$ cat config.mk
export PLATFORM = sky130hd
export DESIGN_NAME = fetch_unit
export DESIGN_NICKNAME = d
export VERILOG_FILES = /design/src/rtl/fetch_unit.sv
export SDC_FILE = /design/constraint.sdc
export NUM_CORES = 1
export LEC_CHECK = 0
export BUFFER_PORTS_ARGS = -buffer_cell sky130_fd_sc_hd__buf_2
export CAP_MARGIN = 20
export CORE_MARGIN = 2
export CORE_UTILIZATION = 63
export DETAILED_ROUTE_END_ITERATION = 8
export PLACE_DENSITY = 0.92
export SYNTH_ARGS = -nofsm -noshare
export SYNTH_HDL_FRONTEND = slang
export SYNTH_SLANG_ARGS = --single-unit
$ cat constraint.sdc
create_clock -name clk -period 32.8 [get_ports clk]
set_clock_uncertainty 0.2 [all_clocks]
set_input_delay 4.92 -clock clk [delete_from_list [all_inputs] [get_ports clk]]
set_output_delay 4.92 -clock clk [all_outputs]
set_load 0.05 [all_outputs]
$ cat src/rtl/fetch_unit.sv
// Instruction fetch stage: owns the PC, issues 1-cycle-latency instruction memory reads,
// buffers {pc, inst} in a small FIFO for decode, and flushes wrong-path work on a taken branch.
module fetch_unit #(
  parameter int ADDR     = 32,
  parameter int W_INST   = 32,
  parameter int DEPTH    = 4,
  parameter int PC_STEP  = 4,
  parameter int RESET_PC = 0
) (
  input  logic              clk,
  input  logic              rst,
  input  logic              branch_i,
  input  logic [ADDR-1:0]   branch_addr_i,
  output logic              imem_req_o,
  output logic [ADDR-1:0]   imem_addr_o,
  input  logic [W_INST-1:0] imem_inst_i,
  output logic              v_o,
  output logic [W_INST-1:0] inst_o,
  output logic [ADDR-1:0]   pc_o,
  input  logic              ready_i
);

  localparam int PW = $clog2(DEPTH);
  localparam int CW = PW + 1;

  logic [ADDR-1:0]   pc;
  logic [ADDR-1:0]   inflight_pc;
  logic              inflight;
  logic [CW-1:0]     count;
  logic [PW-1:0]     rd_ptr;
  logic [PW-1:0]     wr_ptr;
  logic [W_INST-1:0] inst_mem [DEPTH];
  logic [ADDR-1:0]   pc_mem   [DEPTH];

  logic              push;
  logic              pop;
  logic [CW-1:0]     credit;

  // Handshake: decode takes the head on a cycle where v_o && ready_i are both high;
  // memory accepts every cycle imem_req_o is high and answers on imem_inst_i one cycle later.
  // Credits count queued plus in-flight entries so every response has a guaranteed slot.
  always_comb begin
    credit     = count + CW'(inflight);
    imem_req_o = !rst && !branch_i && (credit < CW'(DEPTH));
    push       = inflight && !branch_i;
    pop        = v_o && ready_i && !branch_i;
  end

  assign v_o         = (count != '0);
  assign imem_addr_o = pc;
  assign inst_o      = inst_mem[rd_ptr];
  assign pc_o        = pc_mem[rd_ptr];

  always_ff @(posedge clk or posedge rst) begin
    if (rst) begin
      pc          <= ADDR'(RESET_PC);
      inflight    <= 1'b0;
      inflight_pc <= '0;
      count       <= '0;
      rd_ptr      <= '0;
      wr_ptr      <= '0;
      for (int i = 0; i < DEPTH; i++) begin
        inst_mem[i] <= '0;
        pc_mem[i]   <= '0;
      end
    end else if (branch_i) begin
      // Flush wins over any pop and over the response arriving this cycle.
      pc       <= branch_addr_i;
      inflight <= 1'b0;
      count    <= '0;
      rd_ptr   <= '0;
      wr_ptr   <= '0;
    end else begin
      if (imem_req_o) begin
        pc          <= pc + ADDR'(PC_STEP);
        inflight    <= 1'b1;
        inflight_pc <= pc;
      end else begin
        inflight <= 1'b0;
      end

      if (push) begin
        inst_mem[wr_ptr] <= imem_inst_i;
        pc_mem[wr_ptr]   <= inflight_pc;
        wr_ptr           <= wr_ptr + PW'(1);
      end

      if (pop) begin
        rd_ptr <= rd_ptr + PW'(1);
      end

      case ({push, pop})
        2'b10:   count <= count + CW'(1);
        2'b01:   count <= count - CW'(1);
        default: count <= count;
      endcase
    end
  end

endmodule

# After elaboration in Yosys (flattened, before gate mapping)
# Index checks and enable logic that the tools add are counted.
[op_classes]
add_sub_neg = 6
magnitude_cmp = 4
eq_ne = 2
mux = 20
n_bitwise = 3
reduce_logical = 15
[op_table]
columns = ["cell", "n"]
rows = [
  ["$bwmux 128", 2],
  ["$mux 32", 7],
  ["$bmux 32 s2", 2],
  ["$demux 32 s2", 1],
  ["$add 32x3->32 const B", 1],
  ["$mux 2", 4],
  ["$ge 3x3->1 const B", 2],
  ["$logic_and 1x1->1", 6],
  ["$not 2->3", 2],
  ["$pmux 3 s2", 1],
  ["$reduce_bool 2->1", 3],
  ["$reduce_bool 3->1", 2],
  ["$add 2x1->2 const B", 2],
  ["$reduce_and 2->1", 2],
  ["$add 3x1->3", 1],
  ["$add 3x1->3 const B", 1],
  ["$lt 3x1->1 const B", 1],
  ["$lt 3x3->1 const B", 1],
  ["$mux 3", 1],
  ["$sub 3x1->3 const B", 1],
  ["$eq 2x1->1 const B", 1],
  ["$eq 2x2->1 const B", 1],
  ["$logic_not 1->1", 2],
  ["$mux 1", 2],
  ["$not 1->1", 1],
]
[word_totals]
regBits = 328
in_bits = 68
output_inout_bits = 98
word_cells = 64

# Longest topological paths before layout
[depth]
depth_word = 6
mapped_depth = 9
ltp_nobuf = 7

# Worst setup path before layout
# OpenSTA, ideal clock, no wires.
[synth_path]
path_type = "input port to flip-flop"
startpoint = "input port rst"
endpoint = "register pc[13] (netlist: imem_addr_o[13])"
arrival_time_ps = 12578
t_required_ps = 32469
setup_slack_ps = 19891
stages = 3
cell_sequence = "inv_1 a311oi_1 a211o_1"
[synth_between]
elab_chain_len = 4
[synth_lines]
columns = ["element", "line", "source"]
rows = [
  ["start: declaration", "11", "input logic rst,"],
  ["$logic_not 1->1 (no source line)", "-", ""],
  ["$logic_and 1x1->1 (2 in a row)", "44", "imem_req_o = !rst && !branch_i && (credit < CW'(DEPTH));"],
  ["$reduce_bool 2->1 (no source line)", "-", ""],
  ["end signal: assignment", "56", "pc <= ADDR'(RESET_PC);"],
  ["end signal: assignment", "68", "pc <= branch_addr_i;"],
  ["end signal: assignment", "75", "pc <= pc + ADDR'(PC_STEP);"],
  ["end: declaration", "26", "logic [ADDR-1:0] pc;"],
]
# Every way passes these cells.
# A chain may end at the register's enable or synchronous reset.

# Worst setup path in the final report
[layout_path]
startpoint = "input port branch_i"
endpoint = "output port imem_req_o"
[layout_between]
elab_chain_len = 3
[layout_lines]
columns = ["element", "line", "source"]
rows = [
  ["start: declaration", "12", "input logic branch_i,"],
  ["$logic_not 1->1", "44", ""],
  ["$logic_and 1x1->1 (2 in a row)", "44", ""],
  ["end: declaration", "14", "output logic imem_req_o,"],
]
# Every way passes these cells.

==> impl_metrics.env <==
export IMPL_status="finished clean"
export IMPL_cts_sinks=328
export IMPL_ys_seq_area_share_pct=57.03
export IMPL_cts_tree="built"
export IMPL_period_minus_slack_ns=11.87
export IMPL_drtIter0Drc=474
export IMPL_synth_top_area_share_pct=57.03
export IMPL_wirelength_microns=30360
export IMPL_dr_pass1_iters=5
export IMPL_synth_seq_cells=328
export IMPL_die_w_microns=155.1
export IMPL_syn_avg_cell_area_sq_um=15.23
export IMPL_antenna_found_initial=0
export IMPL_vias=8708
export IMPL_irDropWorstVdd_mv=0.06257
export IMPL_vias_per_cell=6.189
export IMPL_hpwl_microns=17750
export IMPL_finalSetupTns_ns=0
export IMPL_place_congestion=0.9196
export IMPL_cts_max_level=2
export IMPL_cts_hold_buf=0
export IMPL_cp_end_kind="primary output"
export IMPL_synth_cells=945
export IMPL_critPathRequiredTime_ns=27.68
export IMPL_worstPathMaxFanout=62
export IMPL_power_density_nw_per_um2=98.25
export IMPL_layout_drive_gt1_share_pct=52.23
export IMPL_synth_fp_nets=1019
export IMPL_tightestPinTransition_ns=1.084
export IMPL_power_mw=1.630
export IMPL_dp_cells=1344
export IMPL_netlist_area_sq_um=14390
export IMPL_portBuffers=165
export IMPL_hold_path_class="flop to flop"
export IMPL_numCtsBuffers=35
export IMPL_period_share_pct=36.19
export IMPL_die_area_sq_um=24070
export IMPL_drv_cap=0
export IMPL_yosysTopAreaCell="dfrtp_1"
export IMPL_grt_pass1_wl_microns=48580
export IMPL_fp_dieH_microns=155.1
export IMPL_ios=166
export IMPL_area_delta_synth_final_pct=15.28
export IMPL_setup_violations_final=0
export IMPL_synthDistinctLibCells=41
export IMPL_start_util_pct=63.95
export IMPL_synthFlopType="dfrtp_1"
export IMPL_grt_usage_pct=25.72
export IMPL_design_core_area_sq_um=22500
export IMPL_worstPathArrival_ns=6.75
export IMPL_synthesis_yosys_warnings=0
export IMPL_nets=1171
export IMPL_p_comb_share_pct=37.7
export IMPL_synth_edff_count=0
export IMPL_final_cells=1407
export IMPL_max_freq_mhz=84.23
export IMPL_path_clk_slew_ns=0.05
export IMPL_antenna_cells=0
export IMPL_post_cts_setup_buffers=0
export IMPL_final_area_sq_um=16590
export IMPL_worst_skew_pair_late_latency_ns=0.51
export IMPL_final_antenna_net_count=0
export IMPL_pwr_share_clk_pct=23.7
export IMPL_drc=0
export IMPL_rows=55
export IMPL_placed_area_sq_um=15440
export IMPL_cts_buffer_depth=3
export IMPL_rsz0062_at_grt="false"
export IMPL_cts_resized=0
export IMPL_finalHoldViolCount=0
export IMPL_p_switching_uw=632.1
export IMPL_synthTopCellsByArea="dfrtp_1 (57%), mux2_2 (22%), mux4_2 (10%)"
export IMPL_grt_start_max_net_pins=207
export IMPL_async_reset_ff_share_pct=100.0
export IMPL_p_leak_nw=7.841
export IMPL_slew_headroom_pct=27.71
export IMPL_cts_root_buf="clkbuf_16"
export IMPL_critPathLaunchType="input port"
export IMPL_pwr_share_seq_pct=38.6
export IMPL_grt_pass1_vias=9098
export IMPL_p_int_uw=997.9
export IMPL_criticalPathCategory="input port to primary output"
export IMPL_maxSlewViolCount=0
export IMPL_grt_ovfl_total=0
export IMPL_rrSetupSlack_ns=29.93
export IMPL_swShare_pct=38.78
export IMPL_wl_per_cell_microns=21.58
layout by cell type (no fill, tap or decap), types with 4 or more instances in the layout:
cell       Yosys  final
ha_1           5      5
clkbuf_1      40     12
mux2_2       286    286
dfrtp_1      328    326
mux2i_1        4      4
nand2_1       44     39
and3_1         5      5
nor4_1         4      4
o21ai_0       24     24
nand4_1       12     12
nor3_1         9      9
mux4_2        64     64
nand3_1       15     15
nand2_4        0      4
buf_2          8    165
or4_1          4      4
xnor2_1       13     13
inv_1         11     10
nor2_1        14     14
clkbuf_16      0     35
clkbuf_8       0      7
xor2_1        12     12
power by group through the flow:
stage,Combinational (mW),Sequential [mW],Clock (mW)
detailed placement,0.612,0.636,0
finish,0.615,0.628,0.386
global route,0.646,0.645,0.410
global placement,0.597,0.624,0
CTS,0.616,0.632,0.392
floorplan,0.506,0.603,0
worst max-delay path: stages:
cell	delay [ns]
buf_2	0.08
buf_4	0.46
nor2_1	0.18
nand2_2	0.74
inv_1	0.08
buf_2	0.24
registers in the layout, indices dropped and copies added, names as in the netlist:
| register | flops |
|---|---|
| wr_ptr | 2 |
| inflight | 1 |
| inst_mem | 128 |
| imem_addr_o | 32 |
| rd_ptr | 2 |
| count | 3 |
| pc_mem | 128 |
| inflight_pc | 32 |
per-layer routing:
layer	global-route usage, %	wire length (microns)	part of all wire (%)	vias to the layer above
met5	0	0	0	-
met4	7.540	535	1.8	0
met3	4.568	1829	6.0	46
met2	41.95	14890	49	312
met1	36.18	13110	43	4540
li1	-	-	-	3810
per-stage QoR:
step           worst slack [ns]  hold slack [ns]  utilization (%)
6_report                  20.93           0.2977            73.73
5_1_grt                   20.80           0.3026            73.73
4_1_cts                   20.94           0.2999            73.61
3_5_place_dp              20.96           0.2873            68.61
3_3_place_gp              20.97           0.2816            68.61
2_1_floorplan             18.58           0.2739                -
cells in the mapped netlist (2+ instances only):
master	instances
nor2_1	14
o211ai_1	3
buf_1	5
nand2_1	44
o21ai_0	24
and3_1	5
a311oi_1	2
o31ai_1	3
mux4_2	64
buf_4	2
nor4_1	4
o311ai_0	3
mux2i_1	4
and4_1	2
or4_2	2
or3_1	2
xor2_1	12
mux2_2	286
buf_2	8
nor2b_1	2
ha_1	5
inv_1	11
or4_1	4
a31oi_1	3
nand3_1	15
nor3_1	9
nand4_1	12
xnor2_1	13
and2_1	3
a211o_1	2
clkbuf_1	40
dfrtp_1	328
layout make-up:
type	count	area (sq um)
multi-input combinational	551	5951
clock buffer	54	1017
timing repair buffer	170	895.9
tap	285	356.6
inverter	11	48.80
sequential	328	8215
clock inverter	8	106.4
fill	1410	5912
final timing paths:
check,start,endpoint,cells past startpoint
min in group asynchronous,rst,imem_addr_o[13],2
max in group asynchronous,rst,inst_mem[36],3
hold / removal,inst_mem[48],inst_mem[48],1
setup reg to reg,inflight,inst_mem[77],3
setup / recovery,branch_i,imem_req_o,6
hold reg to reg,inst_mem[48],inst_mem[48],1
cell families (layout without fill, tap and decap cells):
| kind of cell | Yosys count | count (layout) | synth area share [%] |
|---|---|---|---|
| compound gates | 40 | 40 | 1.704 |
| xor+xnor | 26 | 26 | 1.635 |
| fa+ha+maj | 6 | 6 | 0.5738 |
| buf+inv | 66 | 243 | 1.843 |
| flops | 328 | 328 | 57.03 |
| mux | 355 | 355 | 32.78 |
| simple gates | 124 | 124 | 4.434 |
Power figures use the tool's default switching activity.
